**src/rtl/nibble_src_arbiter_pkg.sv**
```systemverilog
// Shared definitions for the nibble source arbiter family.
//   state_t     : arbiter FSM encoding (IDLE=0, ASK=1, WAIT=2, DONE=3)
//   NIBBLE_W    : width of the shared parallel nibble
//   CAP_DLY_DEF : default capture delay after the ask strobe
//   DLY_W       : width of the capture-delay counter (covers 1..7)
package nibble_pkg;

    typedef enum logic [1:0] {
        ST_IDLE = 2'd0,
        ST_ASK  = 2'd1,
        ST_WAIT = 2'd2,
        ST_DONE = 2'd3
    } state_t;

    localparam int NIBBLE_W    = 4;
    localparam int CAP_DLY_DEF = 1;
    localparam int DLY_W       = 3;

endpackage

```
**src/rtl/nibble_src_arbiter_rr_pick.sv**
```systemverilog
// Combinational round-robin selector.
//   req    : in,  N_REQ-bit request vector
//   rr_ptr : in,  index of the highest-priority requester this round
//   gnt    : out, one-hot grant (zero when req is zero)
// The first set request found scanning upward from rr_ptr, wrapping at
// N_REQ, wins.
module rr_pick #(
    parameter int N_REQ = 4,
    parameter int PTR_W = 2
) (
    input  logic [N_REQ-1:0] req,
    input  logic [PTR_W-1:0] rr_ptr,
    output logic [N_REQ-1:0] gnt
);

    localparam int unsigned NU = N_REQ;

    int unsigned w_ptr;
    int unsigned w_best;
    int unsigned w_dist;

    // Each requester's distance from the pointer is its priority rank;
    // the smallest rank among active requesters is unique, so the
    // second pass yields exactly one grant bit.
    always_comb begin
        w_ptr  = 32'(rr_ptr);
        w_best = NU;
        w_dist = '0;
        gnt    = '0;
        for (int unsigned k = 0; k < NU; k++) begin
            if (req[k]) begin
                w_dist = (k + NU - w_ptr) % NU;
                if (w_dist < w_best) begin
                    w_best = w_dist;
                end
            end
        end
        for (int unsigned k = 0; k < NU; k++) begin
            if (req[k]) begin
                w_dist = (k + NU - w_ptr) % NU;
                if (w_dist == w_best) begin
                    gnt[k] = 1'b1;
                end
            end
        end
    end

endmodule

```
**src/rtl/nibble_src_arbiter.sv**
```systemverilog
// Round-robin arbiter sharing one parallel nibble source between
// N_REQ consumers.
//   sclk         : in,  system clock (rising edge)
//   rst          : in,  asynchronous active-low reset
//   req          : in,  per-consumer level request, sampled in IDLE
//   ask_for_data : out, one-cycle strobe to the nibble source
//   data         : in,  nibble from the source
//   gnt          : out, one-hot grant, held ASK..DONE
//   dout         : out, captured nibble, held until the next capture
//   dout_vld     : out, one-hot valid, equals gnt during DONE
//   busy         : out, high whenever not IDLE
//   served_cnt   : out, packed per-consumer completed-transaction counters
// Every output is a register, so req has no combinational path out.
module nibble_src_arbiter
    import nibble_pkg::*;
#(
    parameter int N_REQ   = 4,
    parameter int CAP_DLY = CAP_DLY_DEF,
    parameter int CNT_W   = 8
) (
    input  logic                   sclk,
    input  logic                   rst,
    input  logic [N_REQ-1:0]       req,
    output logic                   ask_for_data,
    input  logic [NIBBLE_W-1:0]    data,
    output logic [N_REQ-1:0]       gnt,
    output logic [NIBBLE_W-1:0]    dout,
    output logic [N_REQ-1:0]       dout_vld,
    output logic                   busy,
    output logic [N_REQ*CNT_W-1:0] served_cnt
);

    localparam int          PTR_W = (N_REQ > 1) ? $clog2(N_REQ) : 1;
    localparam int unsigned NU    = N_REQ;

    state_t                       r_state;
    logic [N_REQ-1:0]             r_gnt;
    logic [PTR_W-1:0]             r_gidx;
    logic [PTR_W-1:0]             r_rr_ptr;
    logic [DLY_W-1:0]             r_cnt;
    logic                         r_ask;
    logic                         r_busy;
    logic [N_REQ-1:0]             r_vld;
    logic [NIBBLE_W-1:0]          r_dout;
    logic [N_REQ-1:0][CNT_W-1:0]  r_served;

    logic [N_REQ-1:0]             w_pick;
    logic [PTR_W-1:0]             w_pick_idx;
    logic [PTR_W-1:0]             w_next_ptr;

    rr_pick #(
        .N_REQ (N_REQ),
        .PTR_W (PTR_W)
    ) u_pick (
        .req    (req),
        .rr_ptr (r_rr_ptr),
        .gnt    (w_pick)
    );

    always_comb begin
        w_pick_idx = '0;
        for (int unsigned k = 0; k < NU; k++) begin
            if (w_pick[k]) begin
                w_pick_idx = PTR_W'(k);
            end
        end
    end

    // The winner drops to lowest priority for the next round.
    assign w_next_ptr = (r_gidx == PTR_W'(N_REQ - 1)) ? '0 : r_gidx + PTR_W'(1);

    always_ff @(posedge sclk or negedge rst) begin
        if (!rst) begin
            r_state  <= ST_IDLE;
            r_gnt    <= '0;
            r_gidx   <= '0;
            r_rr_ptr <= '0;
            r_cnt    <= '0;
            r_ask    <= 1'b0;
            r_busy   <= 1'b0;
            r_vld    <= '0;
            r_dout   <= '0;
            r_served <= '0;
        end else begin
            case (r_state)
                ST_IDLE: begin
                    if (|req) begin
                        r_gnt   <= w_pick;
                        r_gidx  <= w_pick_idx;
                        r_ask   <= 1'b1;
                        r_busy  <= 1'b1;
                        r_state <= ST_ASK;
                    end
                end
                ST_ASK: begin
                    r_ask   <= 1'b0;
                    r_cnt   <= DLY_W'(CAP_DLY);
                    r_state <= ST_WAIT;
                end
                ST_WAIT: begin
                    // Capture on the edge that ends the last wait cycle;
                    // dout_vld is raised together so it is live in DONE.
                    if (r_cnt == DLY_W'(1)) begin
                        r_dout  <= data;
                        r_vld   <= r_gnt;
                        r_state <= ST_DONE;
                    end else begin
                        r_cnt <= r_cnt - DLY_W'(1);
                    end
                end
                ST_DONE: begin
                    r_vld            <= '0;
                    r_served[r_gidx] <= r_served[r_gidx] + CNT_W'(1);
                    r_rr_ptr         <= w_next_ptr;
                    r_gnt            <= '0;
                    r_busy           <= 1'b0;
                    r_state          <= ST_IDLE;
                end
                default: begin
                    r_state <= ST_IDLE;
                end
            endcase
        end
    end

    assign ask_for_data = r_ask;
    assign gnt          = r_gnt;
    assign dout         = r_dout;
    assign dout_vld     = r_vld;
    assign busy         = r_busy;
    assign served_cnt   = r_served;

endmodule

```
**config.mk**
```make
export PLATFORM = sky130hd
export DESIGN_NAME = nibble_src_arbiter
export DESIGN_NICKNAME = d
export VERILOG_FILES = /design/src/rtl/nibble_src_arbiter_pkg.sv /design/src/rtl/nibble_src_arbiter_rr_pick.sv /design/src/rtl/nibble_src_arbiter.sv
export SDC_FILE = /design/constraint.sdc
export NUM_CORES = 1
export LEC_CHECK = 0
export ABC_AREA = 1
export CAP_MARGIN = 10
export CELL_PAD_IN_SITES_DETAIL_PLACEMENT = 0
export CELL_PAD_IN_SITES_GLOBAL_PLACEMENT = 1
export CORE_ASPECT_RATIO = 0.5
export CORE_MARGIN = 4
export CORE_UTILIZATION = 38
export CTS_CLUSTER_DIAMETER = 200
export DETAILED_ROUTE_END_ITERATION = 10
export PLACE_DENSITY = 0.86
export SLEW_MARGIN = 0
export SYNTH_ARGS = -nofsm -noshare
export SYNTH_HDL_FRONTEND = slang
export SYNTH_SLANG_ARGS = --single-unit
```
**constraint.sdc**
```tcl
create_clock -name sclk -period 2.63 [get_ports sclk]
set_input_delay 0.3945 -clock sclk [delete_from_list [all_inputs] [get_ports sclk]]
set_output_delay 0.3945 -clock sclk [all_outputs]
set_load 0.01 [all_outputs]
```
Word level (Yosys, flattened, before mapping) --
Index checks and enable logic that the tools add are counted.
Word-level totals: flip-flop bits (word level) 55, output and inout port bits 46, logic and storage cells 89
Operators by class: $add $sub $neg 7, order comparisons 6, eq/ne operators 12, muxes and demuxes 37, reductions and logical operators 14
Operators by type and width (count):
- two-way mux 32 bit | 7
- == test 2 x 32 -> 1 bit | 4
- < comparator 2 x 32 -> 1 bit | 3
- bitwise mux 32 bit | 1
- binary-select mux 8 bit (select 2 bit) | 1
- demux 8 bit (select 2 bit) | 1
- two-way mux 8 bit | 2
- one-hot mux 4 bit (2 select lines) | 2
- AND reduction 2 bit | 7
- two-way mux 1 bit | 10
- two-way mux 2 bit | 5
- adder 8 x 1 -> 8 bit, second input constant | 1
- two-way mux 4 bit | 2
- one-hot mux 2 bit (4 select lines) | 1
- nonzero test 2 bit | 4
- == test 2 bit, second input constant | 3
- < comparator 2 x 3 -> 1 bit, second input constant | 2
- two-way mux 3 bit | 2
- inequality test 2 bit, second input constant | 3
- one-hot mux 3 bit (2 select lines) | 1
- one-hot mux 1 bit (2 select lines) | 2
- OR reduction 4 bit | 1
- subtractor 1 x 2 -> 2 bit, first input constant | 2
- subtractor 2 bit, first input constant | 2
- other kinds (7) | 7

Longest topological paths before layout --
word-level depth 19, depth in mapped cells 18, depth with buffers taken out 18

Hierarchy --
From an unflattened synthesis, not the netlist that was laid out.
Unflattened totals: cell total of the unflattened synthesis 416, area total of the unflattened synthesis 3144.3 um^2
By module, submodules not included:
- nibble_src_arbiter | instances 1, cells each 364, area an instance 2870.3 um^2
- rr_pick | instances 1, cells each 52, area an instance 274.0 um^2

Worst setup path after synthesis --
No wires, ideal clock.
kind reg-to-reg, start register r_rr_ptr[1], end register r_gidx[1], setup time 0.116 ns, arrival time 2.022 ns, required time 2.514 ns, slack 0.492 ns, stages on the path, launching flop included 18, path through dfrtp_1 buf_4 xnor2_2 nor2_1 nor2_1 o311ai_0 o21ai_0 ha_1 nand2_1 nand2_1 nand2_2 nand2_4 nand2_2 nand3_1 nand3_2 nand2_1 nand2_1 nand2_1
On the way: word-level cells in the longest chain between the ends 18, elaborated cells on any way between the ends 24
Ends and longest elaborated chain:
- from (decl) | RTL line nibble_src_arbiter.sv:39 | logic [PTR_W-1:0] r_rr_ptr;
- from (signal assigned) | RTL line nibble_src_arbiter.sv:114 | r_rr_ptr <= w_next_ptr;
- subtractor 1 x 2 -> 2 bit | RTL line nibble_src_arbiter_rr_pick.sv:32 | w_dist = (k + NU - w_ptr) % NU;
- < comparator 2 x 3 -> 1 bit | RTL line nibble_src_arbiter_rr_pick.sv:33 | if (w_dist < w_best) begin
- two-way mux 3 bit | RTL line nibble_src_arbiter_rr_pick.sv:33
- two-way mux 32 bit | RTL line nibble_src_arbiter_rr_pick.sv:31 | if (req[k]) begin
- < comparator 2 x 32 -> 1 bit | RTL line nibble_src_arbiter_rr_pick.sv:33
- two-way mux 32 bit | RTL line nibble_src_arbiter_rr_pick.sv:33
- two-way mux 32 bit | RTL line nibble_src_arbiter_rr_pick.sv:31
- < comparator 2 x 32 -> 1 bit | RTL line nibble_src_arbiter_rr_pick.sv:33
- [... 2 more ...]
- < comparator 2 x 32 -> 1 bit | RTL line nibble_src_arbiter_rr_pick.sv:33
- two-way mux 32 bit | RTL line nibble_src_arbiter_rr_pick.sv:33
- two-way mux 32 bit | RTL line nibble_src_arbiter_rr_pick.sv:31
- == test 2 x 32 -> 1 bit | RTL line nibble_src_arbiter_rr_pick.sv:41 | if (w_dist == w_best) begin
- two-way mux 1 bit | RTL line nibble_src_arbiter_rr_pick.sv:41
- two-way mux 1 bit | RTL line nibble_src_arbiter_rr_pick.sv:39 | if (req[k]) begin
- two-way mux 2 bit | RTL line nibble_src_arbiter.sv:63 | if (w_pick[k]) begin
- two-way mux 2 bit * | RTL line nibble_src_arbiter.sv:63
- to (signal assigned) | RTL line nibble_src_arbiter.sv:89 | r_gidx <= w_pick_idx;
- to (decl) | RTL line nibble_src_arbiter.sv:38 | logic [PTR_W-1:0] r_gidx;
Every way passes the cells marked *; elsewhere a longest branch is shown, timed or not. A chain may end at the register's enable or synchronous reset.

Worst setup path after layout --
start input port req[1], end register r_gidx[0]
On the way: word-level cells in the longest chain between the ends 13, elaborated cells on any way between the ends 21
Ends and longest elaborated chain:
- from (decl) | RTL line nibble_src_arbiter.sv:23 | input logic [N_REQ-1:0] req,
- two-way mux 32 bit | RTL line nibble_src_arbiter_rr_pick.sv:31
- < comparator 2 x 32 -> 1 bit | RTL line nibble_src_arbiter_rr_pick.sv:33
- two-way mux 32 bit | RTL line nibble_src_arbiter_rr_pick.sv:33
- two-way mux 32 bit | RTL line nibble_src_arbiter_rr_pick.sv:31
- < comparator 2 x 32 -> 1 bit | RTL line nibble_src_arbiter_rr_pick.sv:33
- two-way mux 32 bit | RTL line nibble_src_arbiter_rr_pick.sv:33
- two-way mux 32 bit | RTL line nibble_src_arbiter_rr_pick.sv:31
- == test 2 x 32 -> 1 bit | RTL line nibble_src_arbiter_rr_pick.sv:41
- two-way mux 1 bit | RTL line nibble_src_arbiter_rr_pick.sv:41
- two-way mux 1 bit | RTL line nibble_src_arbiter_rr_pick.sv:39
- two-way mux 1 bit | RTL line nibble_src_arbiter.sv:63
- two-way mux 2 bit (2 in series) | RTL line nibble_src_arbiter.sv:63
Parallel ways exist; a longest one is shown, timed or not.

==> results.sh <==
export IMPL_vias_per_cell=4.92
export IMPL_clock_path_buffers=2
export IMPL_regToRegSetupSlack_ps=230
export IMPL_cp_depth=18
export IMPL_cts_max_level=2
export IMPL_cp_arrival_ps=2630
export IMPL_status="completed"
export IMPL_netlist_top_cells_count="88 x nand2_1, 55 x dfrtp_1, 51 x o21ai_0"
export IMPL_path_common_cell="nand2_1"
export IMPL_power_density_mw_per_mm2=1290
export IMPL_end_kind="flip-flop"
export IMPL_crit_required_ps=2810
export IMPL_synth_area_leaders="dfrtp_1 49%, nand2_1 12%, o21ai_0 9.1%, ha_1 5.8%, inv_1 5.0%"
export IMPL_multi_input_area_mm2=0.00122
export IMPL_min_path_type="in -> async"
export IMPL_diodes=0
export IMPL_synthFlopType="dfrtp_1"
export IMPL_numCtsBuffers=5
export IMPL_synth_distinct_cells=30
export IMPL_min_period_over_period=0.933
export IMPL_timing_rr_start="r_rr_ptr[1]"
export IMPL_grt_pass1_wl_um=11100
export IMPL_rr_endpoint="r_gidx[0]"
export IMPL_initial_core_util=0.406
export IMPL_yosys_warnings=0
export IMPL_port_buffers=55
export IMPL_fin_worst_skew_ps=4.23
export IMPL_track_usage=0.158
export IMPL_wl_per_cell_um=13.9
export IMPL_root_buffer="clkbuf_16"
export IMPL_synth_edf_count=0
export IMPL_die_area_mm2=0.00890
export IMPL_fin_crit_ps=2450
export IMPL_ys_ff_latch=55
export IMPL_critPathSlowestCell="clkdlybuf4s50_1"
export IMPL_startpoint="req[1]"
export IMPL_cts_sinks=55
export IMPL_setup_viol=0
export IMPL_clk_latency_ps=290
export IMPL_antenna_found_initial=0
export IMPL_io_pins=56
export IMPL_clk_pin_slew_ps=70
export IMPL_fin_nets=418
export IMPL_rsz0062_at_grt="false"
export IMPL_seq_area_mm2=0.00138
export IMPL_critical_path_class="in -> reg"
export IMPL_max_stage_delay_ps=480
export IMPL_path_cells="clkdlybuf4s50_1 -> inv_1 -> o21ai_1 -> nor2_1 -> nor2_1 -> o311ai_0 -> o21ai_1 -> ha_1 -> nand2_1 -> nand2_1 -> nand2_2 -> nand3_1 -> nand2_2 -> nand2_1 -> nand3_1 -> nand2_1 -> nand2_1 -> nand2_1"
export IMPL_syn_area_mm2=0.00280
export IMPL_yosysTopAreaCellShare=0.491
export IMPL_dr_first_iter_drc_count=158
export IMPL_fmax_mhz=407
export IMPL_synth_nets=355
export IMPL_postSynth_asyncResetShare=1.00
export IMPL_ant_nets=0
export IMPL_tightest_slew_ps=576
export IMPL_slew_violations=0
export IMPL_dp_hpwl_um=4950
export IMPL_die_h_um=68.7
export IMPL_hold_violations=0
export IMPL_place_area_mm2=0.00348
export IMPL_fin_area_mm2=0.00364
export IMPL_cts_tree="yes"
export IMPL_cp_start_kind="primary input"
export IMPL_grt_max_degree=25
export IMPL_overflow=0
export IMPL_seq_area_frac_synth=0.491
export IMPL_power_leakage_nw=1.67
export IMPL_yosysMostFrequentCell="nand2_1"
export IMPL_core_mm2=0.00691
export IMPL_max_cap_viol_count=0
export IMPL_ir_drop_mv=0.492
export IMPL_fillers=621
export IMPL_path_buf_inv=2
export IMPL_cp_max_fo=4
export IMPL_totalWireLength_um=6760
export IMPL_syn_mean_instance_area_um2=8.45
export IMPL_hold_worst_slack_ps=79.0
export IMPL_die_x_um=129
export IMPL_firstDrtPassIters=4
export IMPL_vias=2398
export IMPL_syn_inst=332
export IMPL_gp_congestion=0.833
export IMPL_grt_pass1_vias=2369
export IMPL_slew_headroom=0.612
export IMPL_endpoint="r_gidx[0]"
export IMPL_rows=21
export IMPL_area_growth_syn_to_layout_pct=29.8
export IMPL_drive_above_1_share=0.0759
export IMPL_drc=0
export IMPL_critPathTopFamily="simple AND/OR/NAND/NOR gates"
export IMPL_r2r_cells=16
export IMPL_synth_top_cell_by_area="dfrtp_1"
==> cell type report <==
type                            count  share of cell area
Multi-Input combinational cell    229               0.336
Sequential cell                    55               0.378
Timing Repair Buffer               65               0.171
Inverter                           39              0.0402
Tap cell                           92              0.0316
Clock inverter                      1             0.00825
Clock buffer                        6              0.0354
==> what timing repair did <==
action | CTS | global route
hold buffers | 0 | 0
gates resized for setup | 0 | 2
endpoints found under the hold margin | 0 | 0
setup buffers | 0 | 0
endpoints found under the setup margin | 0 | 5
==> per-layer routing <==
layer | GRT usage | wire length (µm) | up-vias | share of wire
met5 | 0 | 0 | - | 0
met4 | 0.0350 | 55 | 0 | 0.0081
met3 | 0.0400 | 362 | 9 | 0.054
met2 | 0.277 | 3280 | 56 | 0.49
met1 | 0.201 | 3060 | 1117 | 0.45
li1 | - | - | 1216 | -
==> how the worst min path moves through the flow <==
stage,endpoint,cells past startpoint,from
5_1_grt,r_cnt[1],1,rst
6_report,ask_for_data,1,rst
3_3_place_gp,ask_for_data,1,rst
3_5_place_dp,r_state[0],1,rst
4_1_cts,r_cnt[0],1,rst
2_1_floorplan,ask_for_data,0,rst
==> logic make-up after synthesis <==
family	after synthesis	share of synthesized area
fa+ha+maj	13	0.0580
xor+xnor	4	0.0152
buf+inv	48	0.0736
flops	55	0.491
simple gates	125	0.182
mux	4	0.0161
compound gates	83	0.165
==> metrics by stage <==
step	util	setup TNS (ps)	power (mW)	cells	setup slack, ps
after global routing	0.527	0	5.09	487	13.8
after detailed placement	0.504	-655	3.95	480	-161
final	0.527	0	4.69	487	175
after global placement	0.504	0	3.88	480	22.1
after floorplan	-	0	2.92	332	492
after CTS	0.527	0	4.72	487	149
==> cell usage in the layout, fill, tap and decap left out, types with 2 or more instances in the layout <==
cell	instances
dfrtp_1	55
a32oi_1	2
nand4_1	3
nor2_1	20
nand3_1	8
o21ai_1	6
o21ai_0	49
buf_4	10
nand2_1	88
inv_1	37
nand2_2	3
a21oi_1	11
mux2_2	4
clkbuf_16	5
xor2_1	2
clkdlybuf4s50_1	54
ha_1	13
o22ai_1	9
inv_2	2
==> power by group <==
part           total (mW)  switching [mW]  internal, mW  leakage, nW
logic                2.43            1.33          1.10        0.894
clock network       0.737           0.292         0.445       0.0769
registers            1.52           0.318          1.20        0.702
total                4.69            1.94          2.75         1.67
==> worst reg2reg max path, delay by kind of cell (launching register included) <==
family | cells | cell delay (ps)
AO/OA/AOI/OAI | 2 | 290
XOR/XNOR | 1 | 310
adder cells (fa/ha/maj) | 1 | 250
flip-flops | 1 | 490
AND/OR/NAND/NOR | 12 | 950
==> state kept, by name, indices dropped and copies added (netlist names) <==
signal	cells
r_gidx	2
dout	4
served_cnt	32
r_state	2
r_rr_ptr	2
ask_for_data	1
busy	1
r_cnt	3
gnt	4
dout_vld	4
(Power assumes the default switching activity.)
